--- config.mk ---
export PLATFORM = sky130hd
export DESIGN_NAME = otter_mem_arbiter
export DESIGN_NICKNAME = d
export VERILOG_FILES = /design/src/rtl/otter_arb_pkg.sv /design/src/rtl/Mult2to1.sv /design/src/rtl/otter_mem_arbiter.sv
export SDC_FILE = /design/constraint.sdc
export NUM_CORES = 1
export LEC_CHECK = 0
export BUFFER_PORTS_ARGS = -buffer_cell sky130_fd_sc_hd__buf_4
export CAP_MARGIN = 20
export CORE_AREA = 2 2 109 111
export CTS_BUF_LIST = sky130_fd_sc_hd__clkbuf_2
export DETAILED_ROUTE_END_ITERATION = 8
export DIE_AREA = 0 0 111 113
export HOLD_SLACK_MARGIN = 0.1
export PLACE_DENSITY = 0.78
export SLEW_MARGIN = 20
export SYNTH_ARGS = -nofsm -noshare
export SYNTH_HDL_FRONTEND = slang
export SYNTH_SLANG_ARGS = --single-unit
export TNS_END_PERCENT = 100
--- constraint.sdc ---
create_clock -name CLK -period 4.2 [get_ports CLK]
set_input_delay 0.42 -clock CLK [delete_from_list [all_inputs] [get_ports CLK]]
set_output_delay 0.42 -clock CLK [all_outputs]
set_load 0.1 [all_outputs]
--- src/rtl/otter_arb_pkg.sv ---
// Shared types and constants for the OTTER single-memory arbiter.
package otter_arb_pkg;
    typedef enum logic {IDLE = 1'b0, WAIT = 1'b1} state_t;

    localparam logic PORT_IF     = 1'b0;
    localparam logic PORT_D      = 1'b1;
    localparam int   TIMEOUT_DEF = 255;
endpackage

--- src/rtl/Mult2to1.sv ---
// Generic 2:1 multiplexer; Sel=0 passes In1, Sel=1 passes In2.
module Mult2to1 #(
    parameter int WIDTH = 32
) (
    input  logic [WIDTH-1:0] In1,
    input  logic [WIDTH-1:0] In2,
    input  logic             Sel,
    output logic [WIDTH-1:0] Out
);
    assign Out = Sel ? In2 : In1;
endmodule

--- src/rtl/otter_mem_arbiter.sv ---
// Shares one multi-cycle memory port between fetch (IF) and data (D) requesters.
// Define OTTER_ARB_RR_EN for round-robin arbitration; default is fixed D-over-IF.
module otter_mem_arbiter
    import otter_arb_pkg::*;
#(
    parameter int ADDR_W      = 32,
    parameter int DATA_W      = 32,
    parameter int TIMEOUT_CYC = TIMEOUT_DEF
) (
    input  logic              CLK,
    input  logic              RST,
    input  logic              IF_REQ,
    input  logic [ADDR_W-1:0] IF_ADDR,
    output logic [DATA_W-1:0] IF_RDATA,
    output logic              IF_ACK,
    input  logic              D_REQ,
    input  logic              D_WE,
    input  logic [3:0]        D_BE,
    input  logic [ADDR_W-1:0] D_ADDR,
    input  logic [DATA_W-1:0] D_WDATA,
    output logic [DATA_W-1:0] D_RDATA,
    output logic              D_ACK,
    output logic              MEM_REQ,
    output logic              MEM_WE,
    output logic [3:0]        MEM_BE,
    output logic [ADDR_W-1:0] MEM_ADDR,
    output logic [DATA_W-1:0] MEM_WDATA,
    input  logic [DATA_W-1:0] MEM_RDATA,
    input  logic              MEM_ACK,
    output logic              GNT_SEL,
    output logic              BUSY,
    output logic              ERR
);
    localparam logic [7:0] TO_LIM = 8'(TIMEOUT_CYC);

    state_t                   r_state, w_next;
    logic                     r_gnt, r_we, r_err;
    logic [3:0]               r_be;
    logic [ADDR_W-1:0]        r_addr;
    logic [DATA_W-1:0]        r_wdata;
    logic [7:0]               r_cnt;
    logic                     w_any, w_win, w_grant, w_wait;
    logic                     w_timeout, w_mem_ok, w_done, w_to_ack;
    logic [ADDR_W+DATA_W-1:0] w_steer;

    assign w_any  = IF_REQ | D_REQ;
    assign w_wait = (r_state == WAIT);

`ifdef OTTER_ARB_RR_EN
    logic r_last;

    // On a tie the port that did not win the previous grant goes first.
    assign w_win = (IF_REQ & D_REQ) ? ~r_last : D_REQ;

    always_ff @(posedge CLK) begin
        if (RST)
            r_last <= PORT_D;
        else if (w_grant)
            r_last <= w_win;
    end
`else
    assign w_win = D_REQ ? PORT_D : PORT_IF;
`endif

    // Fetch carries no write data, so its lower half is zero-filled.
    Mult2to1 #(.WIDTH(ADDR_W + DATA_W)) u_steer (
        .In1 ({IF_ADDR, {DATA_W{1'b0}}}),
        .In2 ({D_ADDR, D_WDATA}),
        .Sel (w_win),
        .Out (w_steer)
    );

    // A real ack beats a coincident timeout; reset suppresses any completion.
    assign w_timeout = w_wait && (r_cnt == TO_LIM);
    assign w_mem_ok  = w_wait && MEM_ACK && !RST;
    assign w_done    = w_wait && (MEM_ACK || w_timeout) && !RST;
    assign w_to_ack  = w_done && !MEM_ACK;

    always_comb begin
        w_next  = r_state;
        w_grant = 1'b0;
        case (r_state)
            IDLE: if (w_any) begin
                w_next  = WAIT;
                w_grant = 1'b1;
            end
            WAIT: if (w_done) w_next = IDLE;
            default: w_next = IDLE;
        endcase
    end

    always_ff @(posedge CLK) begin
        if (RST) begin
            r_state <= IDLE;
            r_gnt   <= PORT_IF;
            r_we    <= 1'b0;
            r_be    <= 4'h0;
            r_addr  <= '0;
            r_wdata <= '0;
            r_cnt   <= 8'h00;
            r_err   <= 1'b0;
        end else begin
            r_state <= w_next;
            if (w_grant) begin
                r_gnt             <= w_win;
                r_we              <= (w_win == PORT_D) ? D_WE : 1'b0;
                r_be              <= (w_win == PORT_D) ? D_BE : 4'hF;
                {r_addr, r_wdata} <= w_steer;
                r_cnt             <= 8'h00;
            end else if (w_wait && r_cnt != 8'hFF) begin
                r_cnt <= r_cnt + 8'h01;
            end
            if (w_to_ack)
                r_err <= 1'b1;
        end
    end

    assign MEM_REQ   = w_wait;
    assign MEM_WE    = w_wait & r_we;
    assign MEM_BE    = w_wait ? r_be    : 4'h0;
    assign MEM_ADDR  = w_wait ? r_addr  : '0;
    assign MEM_WDATA = w_wait ? r_wdata : '0;
    assign BUSY      = w_wait;
    assign GNT_SEL   = r_gnt;
    assign ERR       = r_err;
    assign IF_ACK    = w_done && (r_gnt == PORT_IF);
    assign D_ACK     = w_done && (r_gnt == PORT_D);
    assign IF_RDATA  = w_mem_ok ? MEM_RDATA : '0;
    assign D_RDATA   = w_mem_ok ? MEM_RDATA : '0;
endmodule

==> flow_summary_export.csv, run 1 <==
group,metric,value,unit
sta,max_freq,353,MHz
synth,syn_nets,587,
critical_path,cpLargestDelayFamily,"simple AND/OR/NAND/NOR gates",
sta,relSlewSlack,0.484,
clocking,cts.htree.levels,3,
synth,synth_area_leaders,"dfxtp_1 39%, and2_1 15%, mux2i_1 8.8%",
final_layout,nNetsFinal,843,
floorplan,die_area,12500,µm²
power,power.density,319,nW/µm²
final_layout,layout-drive-gt1-share,0.429,
synth,yosysTopAreaCell,"dfxtp_1",
power,ir_worst_vdd,0.169,mV
synth,syn_inst,448,
synth,syn_avg_cell_area,9.14,µm²
routing,first_iter_violations,190,
final_layout,fillers,1007,
final_layout,syn_to_final_growth,56.0,%
grt,grt_pass1_vias,4215,
synth,ys_seq_area_frac,0.391,
critical_path,rrSetupSlack,1.99,ns
sta,worstMarginPinSlew,0.774,ns
critical_path,crit_buf_inv,1,
clocking,cts-resized-gates,0,
worst_hold_path,hold_start,"D_BE[3]",
sta,finalHoldViolations,0,
grt,grt_pass1_wl,21300,µm
clocking,clk_latency,0.57,ns
sta,rsz0062_at_grt,"false",
sta,min_period_over_period,0.674,
critical_path,worstSetupStartpointType,"register",
floorplan,start_util,0.363,
sta,skew,0.0641,ns
floorplan,core_area,11300,µm²
critical_path,crit_path_top_delay_cell,"dfxtp_1",
routing,dr_total_vias,4198,
critical_path,worstSetupEndpointType,"output pin",
placed_design,io_buffers,276,
critical_path,regToRegStartpoint,"BUSY",
run_status,status,"finished, final reports clean",
clocking,cts_buffers,9,
routing,ant_nets,0,
synth,netlist_area,4090,µm²
sta,tns,0,ns
synth,synthDistinctLibCells,36,
worst_hold_path,min_to,"r_be[3]",
placed_design,globalplace.congestion,0.791,
sta,layout_min_cycle_time,2.83,ns
clocking,cts_root_buf,"clkbuf_2",
synth,synth_async_sr_flop_share,0,
floorplan,die_y,113,µm
power,cellLeakagePower,3.14,nW
routing,wirelength,13700,µm
worst_hold_path,whs_path_depth,3,
grt,grt_overflow,0,
synth,synth_edf_count,0,
grt,grt_max_degree,88,
clocking,cts_buffer_depth,2,
floorplan,rows,39,
sta,maxSlewViolCount,0,
grt,grt_use_total,0.213,
clocking,clk_transition_reported_paths,0.24,ns
critical_path,critPathArrivalTime,2.41,ns
critical_path,worstPathRequired,3.78,ns
critical_path,rr_worst_depth,5,
worst_hold_path,hold_path_class,"in2reg",
routing,dr.pass1.iters,4,
synth,synth_ff_type,"dfxtp_1",
critical_path,reg2reg_to,"r_cnt[0]",
synth,synth_top_area_frac,0.391,
floorplan,boundaryPins,277,
critical_path,worst-path-max-fanout,7,
job,cap_viol_max_count,0,
routing,wl_per_cell,16.1,µm
critical_path,cp_slowest_stage_delay,0.47,ns
synth,yosys_warnings,0,
clocking,cts_tree,"built",
clocking,clkSinkCount,80,
routing,vias_per_cell,4.92,
critical_path,path_class,"reg2out",
grt,antenna_found_initial,0,
critical_path,worstSetupStartpoint,"r_cnt[1]",
floorplan,die_x,111,µm
sta,setup_violations,0,
sta,holdWs,0.151,ns
synth,synth_seq_cells,80,
placed_design,hpwlAfterDp,9830,µm
critical_path,crit_chain,"ha_1 > and4_1 > a21oi_1 > and4b_1 > buf_4",
routing,drc,0,
[worst reg2reg max path: cells and delay by family, from the launching register on]
| family | cells | cell delay (ns) |
|---|---|---|
| buffers and inverters | 2 | 0.89 |
| DFF | 1 | 0.38 |
| and+or+nand+nor | 1 | 0.40 |
| muxes | 1 | 0.16 |
| AOI/OAI and AO/OA | 1 | 0.30 |
[registers in the layout (all words and copies together), names as in the netlist]
name     cells
BUSY         1
ERR          1
GNT_SEL      1
r_addr      32
r_be         4
r_cnt        8
r_wdata     32
r_we         1
[worst max path at each step]
stage | end | slack [ns] | cells after the start
floorplan | IF_ACK | 0.56 | 3
global placement | D_RDATA[4] | 1.64 | 5
detailed placement | D_RDATA[21] | 1.49 | 5
CTS | D_ACK | 1.32 | 5
global route | IF_ACK | 1.12 | 5
finish | D_ACK | 1.37 | 5
[area by class of cell]
class                           instances  area, µm²  area share
Inverter                                5       18.8     0.00294
Antenna cell                            1       2.50    0.000392
Clock buffer                            9       45.0     0.00705
Multi-Input combinational cell        293       2030       0.317
Tap cell                              143        179      0.0280
Sequential cell                        80       1600       0.251
Timing Repair Buffer                  315       2460       0.385
Clock inverter                          7       55.1     0.00862
[cells in the mapped netlist (2+ instances only)]
cell type,instances
dfxtp_1,80
o21ai_0,2
nor3b_1,4
buf_4,34
a22o_1,32
a21oi_1,5
nor4_1,3
and2_1,101
nor3_1,5
clkbuf_1,14
buf_1,2
buf_6,7
nand2_1,3
or3_1,3
and3b_1,2
nand3_1,7
a211oi_1,33
inv_1,5
and3_1,2
nand4_1,4
nor2_1,38
mux2i_1,36
buf_2,13
[layer usage]
layer,wire [µm],global-route usage
met5,0,0
met4,430,0.105
met3,1060,0.0503
met2,6980,0.387
met1,5240,0.232
[metrics by stage]
step                setup slack [ns]  power (mW)   util  std cells  cell area, µm²
floorplan                      0.555        1.45      -        448            4100
global placement                1.64        1.64  0.525        800            5920
detailed placement              1.49        1.65  0.527        802            5940
CTS                             1.32        2.06  0.566        852            6380
global route                    1.12        2.14  0.566        852            6380
finish                          1.37        2.04  0.567        853            6390
[kinds of logic after synthesis]
group           synth area share
flops                      0.391
fa+ha+maj                0.00306
buf+inv                    0.117
compound gates             0.153
simple gates               0.248
mux                       0.0880
[timing repair]
item | 4_1_cts | 5_1_grt
hold buffers | 34 | 0
buffers inserted | 0 | 0
hold endpoints to repair | 34 | 0
[cell usage in the layout, fill, tap and decap left out, types with 3 or more instances in the layout]
| master | instances |
|---|---|
| nor3b_1 | 4 |
| nor3_1 | 5 |
| dfxtp_1 | 79 |
| buf_4 | 279 |
| nor4_1 | 3 |
| and2_1 | 101 |
| nand2_1 | 3 |
| a22o_1 | 32 |
| nand4_1 | 4 |
| mux2i_1 | 36 |
| a211oi_1 | 33 |
| clkbuf_2 | 9 |
| nor2_1 | 38 |
| dlygate4sd3_1 | 34 |
| inv_1 | 5 |
| or3_1 | 3 |
| nand3_1 | 7 |
| a21oi_1 | 5 |
[where the power goes]
part	internal (mW)	leakage, nW	total (mW)	switching [mW]
logic	0.253	2.42	0.811	0.558
clock network	0.0828	0.0589	0.375	0.292
registers	0.822	0.660	0.852	0.0295
total	1.16	3.14	2.04	0.879
Power figures use the tool's default switching activity.
==> run 2, diff against run 1 <==
--- a/config.mk
+++ b/config.mk
@@ -7,12 +7,13 @@
 export LEC_CHECK = 0
 export BUFFER_PORTS_ARGS = -buffer_cell sky130_fd_sc_hd__buf_4
 export CAP_MARGIN = 20
-export CORE_AREA = 2 2 109 111
+export CORE_ASPECT_RATIO = 0.6
+export CORE_MARGIN = 2
+export CORE_UTILIZATION = 39
 export CTS_BUF_LIST = sky130_fd_sc_hd__clkbuf_2
 export DETAILED_ROUTE_END_ITERATION = 8
-export DIE_AREA = 0 0 111 113
 export HOLD_SLACK_MARGIN = 0.1
-export PLACE_DENSITY = 0.78
+export PLACE_DENSITY = 0.86
 export SLEW_MARGIN = 20
 export SYNTH_ARGS = -nofsm -noshare
 export SYNTH_HDL_FRONTEND = slang
==> constraint.sdc (replaced) <==
create_clock -name CLK -period 2.3 [get_ports CLK]
set_input_delay 0.23 -clock CLK [delete_from_list [all_inputs] [get_ports CLK]]
set_output_delay 0.23 -clock CLK [all_outputs]
set_load 0.1 [all_outputs]
==> run 2 against run 1 <==
Clock power increased by 140%. Utilization increased by 16 points. Final cell count increased by 7.6%. Register-to-register slack got worse by 1.5 ns. Via count increased by 11%. Non-clock buffer count increased by 74. Total power increased by 100%. Combinational power increased by 100%.
==> flow_summary_export.csv, run 2 (synthesis results as in run 1) <==
group,metric,value,unit
grt,grt_overflow,0,
clocking,cts_tree,"built",
final_layout,n_antenna_cell,0,
sta,relSlewSlack,0.582,
power,power.density,561,nW/µm²
placed_design,hpwlAfterDp,9740,µm
sta,min_period_over_period,0.953,
job,cap_viol_max_count,0,
floorplan,start_util,0.409,
grt,grt_use_total,0.278,
floorplan,core_area,10000,µm²
critical_path,crit_path_top_delay_cell,"dfxtp_4",
placed_design,io_buffers,276,
routing,dr_total_vias,4644,
run_status,status,"finished, final reports clean",
floorplan,die_area,11400,µm²
final_layout,top_regs,"r_addr: 32 flops, r_wdata: 32 flops, r_cnt: 8 flops",
final_layout,fillers,689,
critical_path,worstSetupEndpointType,"output pin",
critical_path,worstSetupStartpointType,"register",
grt,antenna_found_initial,0,
clocking,clk_latency,0.54,ns
floorplan,die_x,136,µm
grt,grt_pass1_vias,4980,
floorplan,die_y,83.4,µm
placed_design,globalplace.congestion,0.844,
power,ir_worst_vdd,0.365,mV
grt,grt_max_degree,70,
critical_path,cp_slowest_stage_delay,0.41,ns
routing,wl_per_cell,17.1,µm
routing,drc,0,
power,cellLeakagePower,3.56,nW
placed_design,pre_cts_slack,0.349,ns
clocking,cts_buffer_depth,2,
routing,vias_per_cell,5.06,
sta,max_freq,456,MHz
sta,setup_slack,0.108,ns
final_layout,final_common_cell,"buf_4",
critical_path,rrSetupSlack,0.47,ns
clocking,cts_root_buf,"clkbuf_2",
routing,ant_nets,0,
sta,setup_violations,0,
sta,layout_min_cycle_time,2.19,ns
sta,maxSlewViolCount,0,
floorplan,boundaryPins,277,
floorplan,rows,28,
sta,tns,0,ns
clocking,clkSinkCount,80,
critical_path,critPathArrivalTime,1.96,ns
routing,wirelength,15700,µm
critical_path,crit_chain,"ha_4 > and4_4 > a21oi_2 > and4b_1 > buf_12",
critical_path,path_class,"reg2out",
critical_path,worst-path-max-fanout,7,
clocking,cts_buffers,9,
routing,first_iter_violations,235,
final_layout,final_cell_mix,"281 x buf_4, 102 x dlygate4sd3_1, 76 x dfxtp_1",
clocking,cts.htree.levels,3,
clocking,clk_transition_reported_paths,0.23,ns
grt,grt_pass1_wl,25000,µm
critical_path,worstPathRequired,2.07,ns
sta,finalHoldViolations,0,
final_layout,nNetsFinal,917,
sta,skew,0.0433,ns
routing,dr.pass1.iters,4,
sta,worstMarginPinSlew,0.625,ns
final_layout,layout-drive-gt1-share,0.470,
final_layout,syn_to_final_growth,78.9,%
worst_hold_path,hold_path_class,"in2reg",
==> run 2: changes by cell type in the layout (fill, tap and decap cells not counted), moves of 3 or more <==
cell,before,now
dfxtp_1,79,76
and2_2,0,22
buf_12,0,3
and2_1,101,49
and2_4,0,30
dlygate4sd3_1,34,102
==> run 2: layout make-up <==
cell class	count	area (µm²)	area share
Timing Repair Buffer	389	3220	0.440
Multi-Input combinational cell	293	2160	0.295
Sequential cell	80	1610	0.220
Tap cell	135	169	0.0231
Clock inverter	6	91.3	0.0125
Clock buffer	10	50.0	0.00684
Inverter	5	18.8	0.00256
==> run 2: worst max-delay path, delay by kind of cell, from the launching register on <==
kind	cells	cell delay, ns
and+or+nand+nor	2	0.59
DFF	1	0.41
adders and majority gates	1	0.15
buffers and inverters	1	0.18
AOI/OAI and AO/OA	1	0.09
==> run 2: power breakdown <==
group          total (mW)  switching [mW]  internal [mW]
combinational        1.66            1.07          0.587
sequential           1.57          0.0685           1.50
clock               0.882           0.511          0.370
==> run 2: worst paths after layout <==
check,start,end,cells past startpoint
max,r_cnt[0],D_ACK,5
min,D_ADDR[2],r_addr[2],3
max reg2reg,BUSY,r_addr[21],5
min reg2reg,r_wdata[30],r_wdata[30],2
==> run 2: routing by layer <==
metal / vias to the layer above / part of all wire / track usage
met4: 0 / 0.035 / 0.114
met1: 2200 / 0.37 / 0.287
met3: 53 / 0.071 / 0.0757
met5: - / 0 / 0
met2: 215 / 0.52 / 0.523
li1: 2176 / - / -
==> run 2: metrics by stage <==
step	instance area, µm²	util	power [mW]	cells	hold slack [ns]
floorplan	4210	-	2.67	448	0.363
global placement	6090	0.607	3.02	797	0.438
detailed placement	6090	0.607	3.05	797	0.446
CTS	7290	0.728	4.08	917	0.103
global route	7320	0.731	4.26	918	0.114
finish	7320	0.731	4.11	918	0.141
==> run 2: timing repair <==
| item | CTS | global route |
|---|---|---|
| hold endpoints to repair | 75 | 0 |
| buffers inserted | 2 | 1 |
| setup endpoints to repair | 2 | 88 |
| gates resized for setup | 11 | 5 |
| hold buffers | 102 | 0 |
| pin swaps | 0 | 1 |
